## config.mk

```make
export PLATFORM = sky130hd
export DESIGN_NAME = srl_fifo_ctrl
export DESIGN_NICKNAME = d
export VERILOG_FILES = /design/src/rtl/srl_fifo_pkg.sv /design/src/rtl/srl_shift_data.sv /design/src/rtl/srl_fifo_ctrl.sv
export SDC_FILE = /design/constraint.sdc
export NUM_CORES = 1
export LEC_CHECK = 0
export CAP_MARGIN = 20
export CELL_PAD_IN_SITES_DETAIL_PLACEMENT = 1
export CELL_PAD_IN_SITES_GLOBAL_PLACEMENT = 1
export CORE_MARGIN = 1
export CORE_UTILIZATION = 38
export CTS_BUF_LIST = sky130_fd_sc_hd__clkbuf_16
export DETAILED_ROUTE_END_ITERATION = 6
export PLACE_DENSITY_LB_ADDON = 0.1
export RECOVER_POWER = 50
export SYNTH_ARGS = -nofsm -noshare
export SYNTH_HDL_FRONTEND = slang
export SYNTH_HIERARCHICAL = 1
export SYNTH_SLANG_ARGS = --single-unit
```

## constraint.sdc

```tcl
create_clock -name CLK -period 14.4 [get_ports CLK]
set_input_delay 2.16 -clock CLK [delete_from_list [all_inputs] [get_ports CLK]]
set_output_delay 2.16 -clock CLK [all_outputs]
set_load 0.01 [all_outputs]
```

## src/rtl/srl_fifo_pkg.sv

```systemverilog
// Shared types and default sizing for the SRL-based FIFO controller.
package srl_fifo_pkg;

  localparam int unsigned DEF_SELWIDTH = 5;
  localparam int unsigned DEF_WIDTH    = 8;

  typedef enum logic [1:0] {
    EMPTY  = 2'd0,
    ACTIVE = 2'd1,
    FULL   = 2'd2
  } state_t;

endpackage

```

## src/rtl/srl_shift_data.sv

```systemverilog
// WIDTH-wide dynamic shift register of 2**SELWIDTH stages, no reset (SRL-inferable).
module srl_shift_data
  import srl_fifo_pkg::*;
#(
  parameter int unsigned SELWIDTH = DEF_SELWIDTH,
  parameter int unsigned WIDTH    = DEF_WIDTH
) (
  input  logic                CLK,
  input  logic                CE,
  input  logic [SELWIDTH-1:0] SEL,
  input  logic [WIDTH-1:0]    SI,
  output logic [WIDTH-1:0]    DO
);

  localparam int unsigned DEPTH = 1 << SELWIDTH;

  logic [WIDTH-1:0] sr [DEPTH];

  always_ff @(posedge CLK) begin
    if (CE) begin
      for (int unsigned i = DEPTH - 1; i > 0; i--) begin
        sr[i] <= sr[i-1];
      end
      sr[0] <= SI;
    end
  end

  assign DO = sr[SEL];

endmodule

```

## src/rtl/srl_fifo_ctrl.sv

```systemverilog
// FIFO controller around an SRL data store; head is read from stage COUNT-1.
// Optional LEVEL / ALMOST_FULL outputs are enabled by defining SRL_FIFO_CTRL_LEVEL_EN.
module srl_fifo_ctrl
  import srl_fifo_pkg::*;
#(
  parameter int unsigned SELWIDTH = DEF_SELWIDTH,
  parameter int unsigned WIDTH    = DEF_WIDTH
) (
  input  logic                CLK,
  input  logic                RSTN,
  input  logic                IN_VALID,
  output logic                IN_READY,
  input  logic [WIDTH-1:0]    IN_DATA,
  output logic                OUT_VALID,
  input  logic                OUT_READY,
  output logic [WIDTH-1:0]    OUT_DATA
`ifdef SRL_FIFO_CTRL_LEVEL_EN
  ,
  output logic [SELWIDTH:0]   LEVEL,
  output logic                ALMOST_FULL
`endif
);

  localparam logic [SELWIDTH:0]   DEPTH_C = (SELWIDTH+1)'(1 << SELWIDTH);
  localparam logic [SELWIDTH:0]   CNT_ONE = (SELWIDTH+1)'(1);
  localparam logic [SELWIDTH-1:0] SEL_ONE = SELWIDTH'(1);

  state_t              state, state_nxt;
  logic [SELWIDTH:0]   count, count_nxt;
  logic [SELWIDTH-1:0] sel;
  logic                push, pop;

  assign IN_READY  = (state != FULL);
  assign OUT_VALID = (state != EMPTY);
  assign push      = IN_VALID & IN_READY;
  assign pop       = OUT_VALID & OUT_READY;

  // Truncation wraps to the top stage when empty; OUT_DATA is don't-care then.
  assign sel = count[SELWIDTH-1:0] - SEL_ONE;

  always_comb begin
    count_nxt = count;
    state_nxt = state;
    if (push && !pop) begin
      count_nxt = count + CNT_ONE;
      state_nxt = (count_nxt == DEPTH_C) ? FULL : ACTIVE;
    end else if (pop && !push) begin
      count_nxt = count - CNT_ONE;
      state_nxt = (count_nxt == '0) ? EMPTY : ACTIVE;
    end
  end

  always_ff @(posedge CLK or negedge RSTN) begin
    if (!RSTN) begin
      count <= '0;
      state <= EMPTY;
    end else begin
      count <= count_nxt;
      state <= state_nxt;
    end
  end

  srl_shift_data #(
    .SELWIDTH (SELWIDTH),
    .WIDTH    (WIDTH)
  ) u_data (
    .CLK (CLK),
    .CE  (push),
    .SEL (sel),
    .SI  (IN_DATA),
    .DO  (OUT_DATA)
  );

`ifdef SRL_FIFO_CTRL_LEVEL_EN
  localparam logic [SELWIDTH:0] AF_TH = DEPTH_C - (SELWIDTH+1)'(2);

  assign LEVEL = count;

  always_ff @(posedge CLK or negedge RSTN) begin
    if (!RSTN) begin
      ALMOST_FULL <= 1'b0;
    end else begin
      ALMOST_FULL <= (count_nxt >= AF_TH);
    end
  end
`endif

endmodule

```

==> results.tsv <==
stage	metric	value	unit
status	status	complete, but fails checks	
status	failing checks	max-capacitance violations, max-slew violations	
critical_path	reg2reg end	state[0]$_DFFE_PN0P_	
critical_path	startpoint class of the critical path	register	
timing	Max Freq	0.143	GHz
floorplan	FP Rows	59	
cts	postcts setup bufs	0	
finish	Antenna Diode Count	0	
placement	DP Area	10900	sq um
timing	Slew HR	-188	%
global_route	first-pass GRT wire length	28700	um
floorplan	IO Count	22	
critical_path	Crit. End Element	output pin	
floorplan	die area	27800	sq um
timing	# setup viols final	0	
yosys	register area share after synthesis	76.6	%
timing	Final Critical Period	7.01	ns
yosys	Yosys Warn Count	6	
global_route	GRT Total Usage	13.3	%
power_and_ir_drop	final total power	2.49	mW
drt	WL final	18000	um
yosys	post-synth net total	444	
yosys	Top FF cell, synth	edfxtp_1	
cts	CTS tree	yes	
timing	clk_skew	0.0155	ns
critical_path	reg2reg start	state[1]$_DFFE_PN0P_	
finish	nets@finish	477	
flow_run	maximum capacitance violations	1	
cts	# clock sinks	264	
critical_path	reg-to-reg slack, setup	9.21	ns
placement	I/O Buffers	21	
cts	Post-CTS Resized	0	
timing	slack of the critical path	7.39	ns
finish	area grow syn2layout	13.4	%
yosys	syn_area_per_cell	24.1	sq um
timing	unrepaired setup endpoints after global routing	false	
power_and_ir_drop	Sw Share	28.9	%
floorplan	placeable core area	26400	sq um
yosys	area of the mapped netlist	10300	sq um
hold_path	hold wc startpoint	u_data/sr[15][2]$_DFFE_PP_	
global_route	GRT Residual Overflow	0	
power_and_ir_drop	Peak VDD IR	0.108	mV
drt	Residual DRC	0	
finish	Non-Filler Instances	815	
finish	area of the multi-input gates	2280	sq um
timing	period utilization	48.7	%
power_and_ir_drop	Internal	1.77	mW
cts	CTS max path bufs	3	
floorplan	Die W	167	um
hold_path	WHS Path Cells	0	
finish	FF+latch area	7890	sq um
finish	commonest non-fill, non-tap cells in the layout	edfxtp_1 (256), mux4_2 (80), clkbuf_16 (29)	
timing	hold violation count in the final report	0	
power_and_ir_drop	PD cells	213	nW/um^2
hold_path	worst min path class	register to register	
placement	placed insts	765	
placement	HPWL after DPL	9570	um
yosys	cells after synthesis	427	
cts	Clock H-tree levels	1	
yosys	ys async rst share	3.03	%
placement	Placer Congestion	0.687	
drt	wire length per cell	22.0	um
drt	Iter 0 DRT Violations	283	
critical_path	kind of critical path	register to output pin	
finish	Fillers	2368	
global_route	initial antenna violation count	0	
yosys	Post-synth EDFFs	256	
yosys	Unique masters post-synth	34	
cts	total CTS buffers	28	
cts	Post-CTS Hold Buffers	0	
power_and_ir_drop	Leak Pwr	3.88	nW
global_route	vias in the first global route	4767	
power_and_ir_drop	switching power	0.718	mW
yosys	#FFs+latches synth	264	
finish	commonest non-fill, non-tap cell in the layout	edfxtp_1	
power_and_ir_drop	Comb power frac	36.6	%
drt	vias	4345	
hold_path	Worst Hold Path EP	u_data/sr[16][2]$_DFFE_PP_	
critical_path	Critical Path RT	12.24	ns
timing	fin. max-slew vios	67	
drt	vias per cell	5.33	
cts	Worst-path clk slew	0.06	ns
timing	Slew @ Worst Pin	4.31	ns
critical_path	number of cells on the worst reg-to-reg path	6	
finish	finished layout cell area	11700	sq um
cts	Root Buffer	clkbuf_16	
power_and_ir_drop	Clk network pwr share	25.4	%
placement	DP Worst Slack	7.86	ns
power_and_ir_drop	sequential power share	38.0	%
critical_path	crit path max fanout	48	
critical_path	WP data arrival	4.85	ns
global_route	pin count of the biggest net entering global routing	192	
floorplan	Starting Density	39.1	%
drt	Post-DRT Antenna Nets	0	
timing	aggregate negative setup slack	0	ns
floorplan	die span in y	167	um
drt	TritonRoute pass-1 iters	4	
finish	fraction of layout cells with a size suffix above 1	27.9	%
cts	worst skew pair latency	0.53	ns
Yosys cell counts (3+ instances only):
cell | instances | area, sq um
mux2_2 | 8 | 90.1
buf_1 | 6 | 22.5
edfxtp_1 | 256 | 7690
ha_1 | 5 | 62.6
dfrtp_1 | 8 | 200
inv_1 | 3 | 11.3
clkbuf_1 | 5 | 18.8
buf_6 | 4 | 45.0
buf_4 | 7 | 52.6
nor3_1 | 4 | 20.0
mux4_2 | 80 | 1800
xor2_1 | 8 | 70.1
nand2_1 | 5 | 18.8
flip-flops by register name, summed over array words and instances (netlist names):
register	cells
state	2
count	6
u_data/sr	256
logic make-up (layout without fill, tap and decap cells):
| kind of cell | count (synthesis) | count (layout) | share of synthesized area (%) |
|---|---|---|---|
| fa+ha+maj | 5 | 5 | 0.607 |
| compound gates | 8 | 8 | 0.595 |
| xor+xnor | 10 | 10 | 0.850 |
| buf+inv | 27 | 80 | 1.55 |
| flops | 264 | 264 | 76.6 |
| mux | 90 | 90 | 18.6 |
| simple gates | 23 | 23 | 1.28 |
layout make-up:
class / instances / share of cell area (%)
Inverter: 3 / 0.118
Clock buffer: 29 / 6.21
Sequential cell: 264 / 67.5
Clock inverter: 21 / 0.739
Multi-Input combinational cell: 136 / 19.5
Tap cell: 335 / 3.59
Timing Repair Buffer: 27 / 2.29
per-layer routing:
| metal | GRT usage [%] | up-vias | wire length [um] |
|---|---|---|---|
| li1 | - | 1888 | - |
| met1 | 19.8 | 2371 | 8640 |
| met2 | 20.0 | 59 | 8360 |
| met3 | 2.40 | 27 | 645 |
| met4 | 3.62 | 0 | 307 |
| met5 | 0 | - | 0 |
power groups by stage:
stage	Combinational (mW)	Sequential (mW)	Clock, mW
2_1_floorplan	0.676	0.940	0
3_3_place_gp	0.928	0.955	0
3_5_place_dp	0.934	0.959	0
4_1_cts	0.939	0.944	0.659
5_1_grt	0.982	0.953	0.684
6_report	0.911	0.945	0.631
critical path, stage by stage, from the launching register on:
cell and delay, ns:
dfrtp_1 0.48, inv_4 0.40, ha_1 0.36, xor2_4 0.59
buf_4 0.74, mux4_2 0.43, mux4_2 0.50, mux2_2 0.29
clkdlybuf4s50_1 0.49
stage by stage:
step	utilization [%]	hold slack, ns
after floorplan	-	0.421
after global placement	41.3	0.424
after detailed placement	41.3	0.431
after CTS	44.3	0.442
after global routing	44.3	0.447
final	44.3	0.441
how the worst max path moves through the flow:
stage                               startpoint              endpoint  depth (start not counted)  slack [ns]
final                     count[0]$_DFFE_PN0P_           OUT_DATA[2]                          8        7.39
after global routing                  IN_VALID  state[0]$_DFFE_PN0P_                          6        7.03
after CTS                 count[0]$_DFFE_PN0P_           OUT_DATA[7]                          8        7.27
after detailed placement  count[0]$_DFFE_PN0P_           OUT_DATA[7]                          8        7.86
after global placement    count[0]$_DFFE_PN0P_           OUT_DATA[6]                          8        7.91
after floorplan                       IN_VALID  state[0]$_DFFE_PN0P_                          6        4.88
Note: power is estimated with default switching activity, not from simulation.
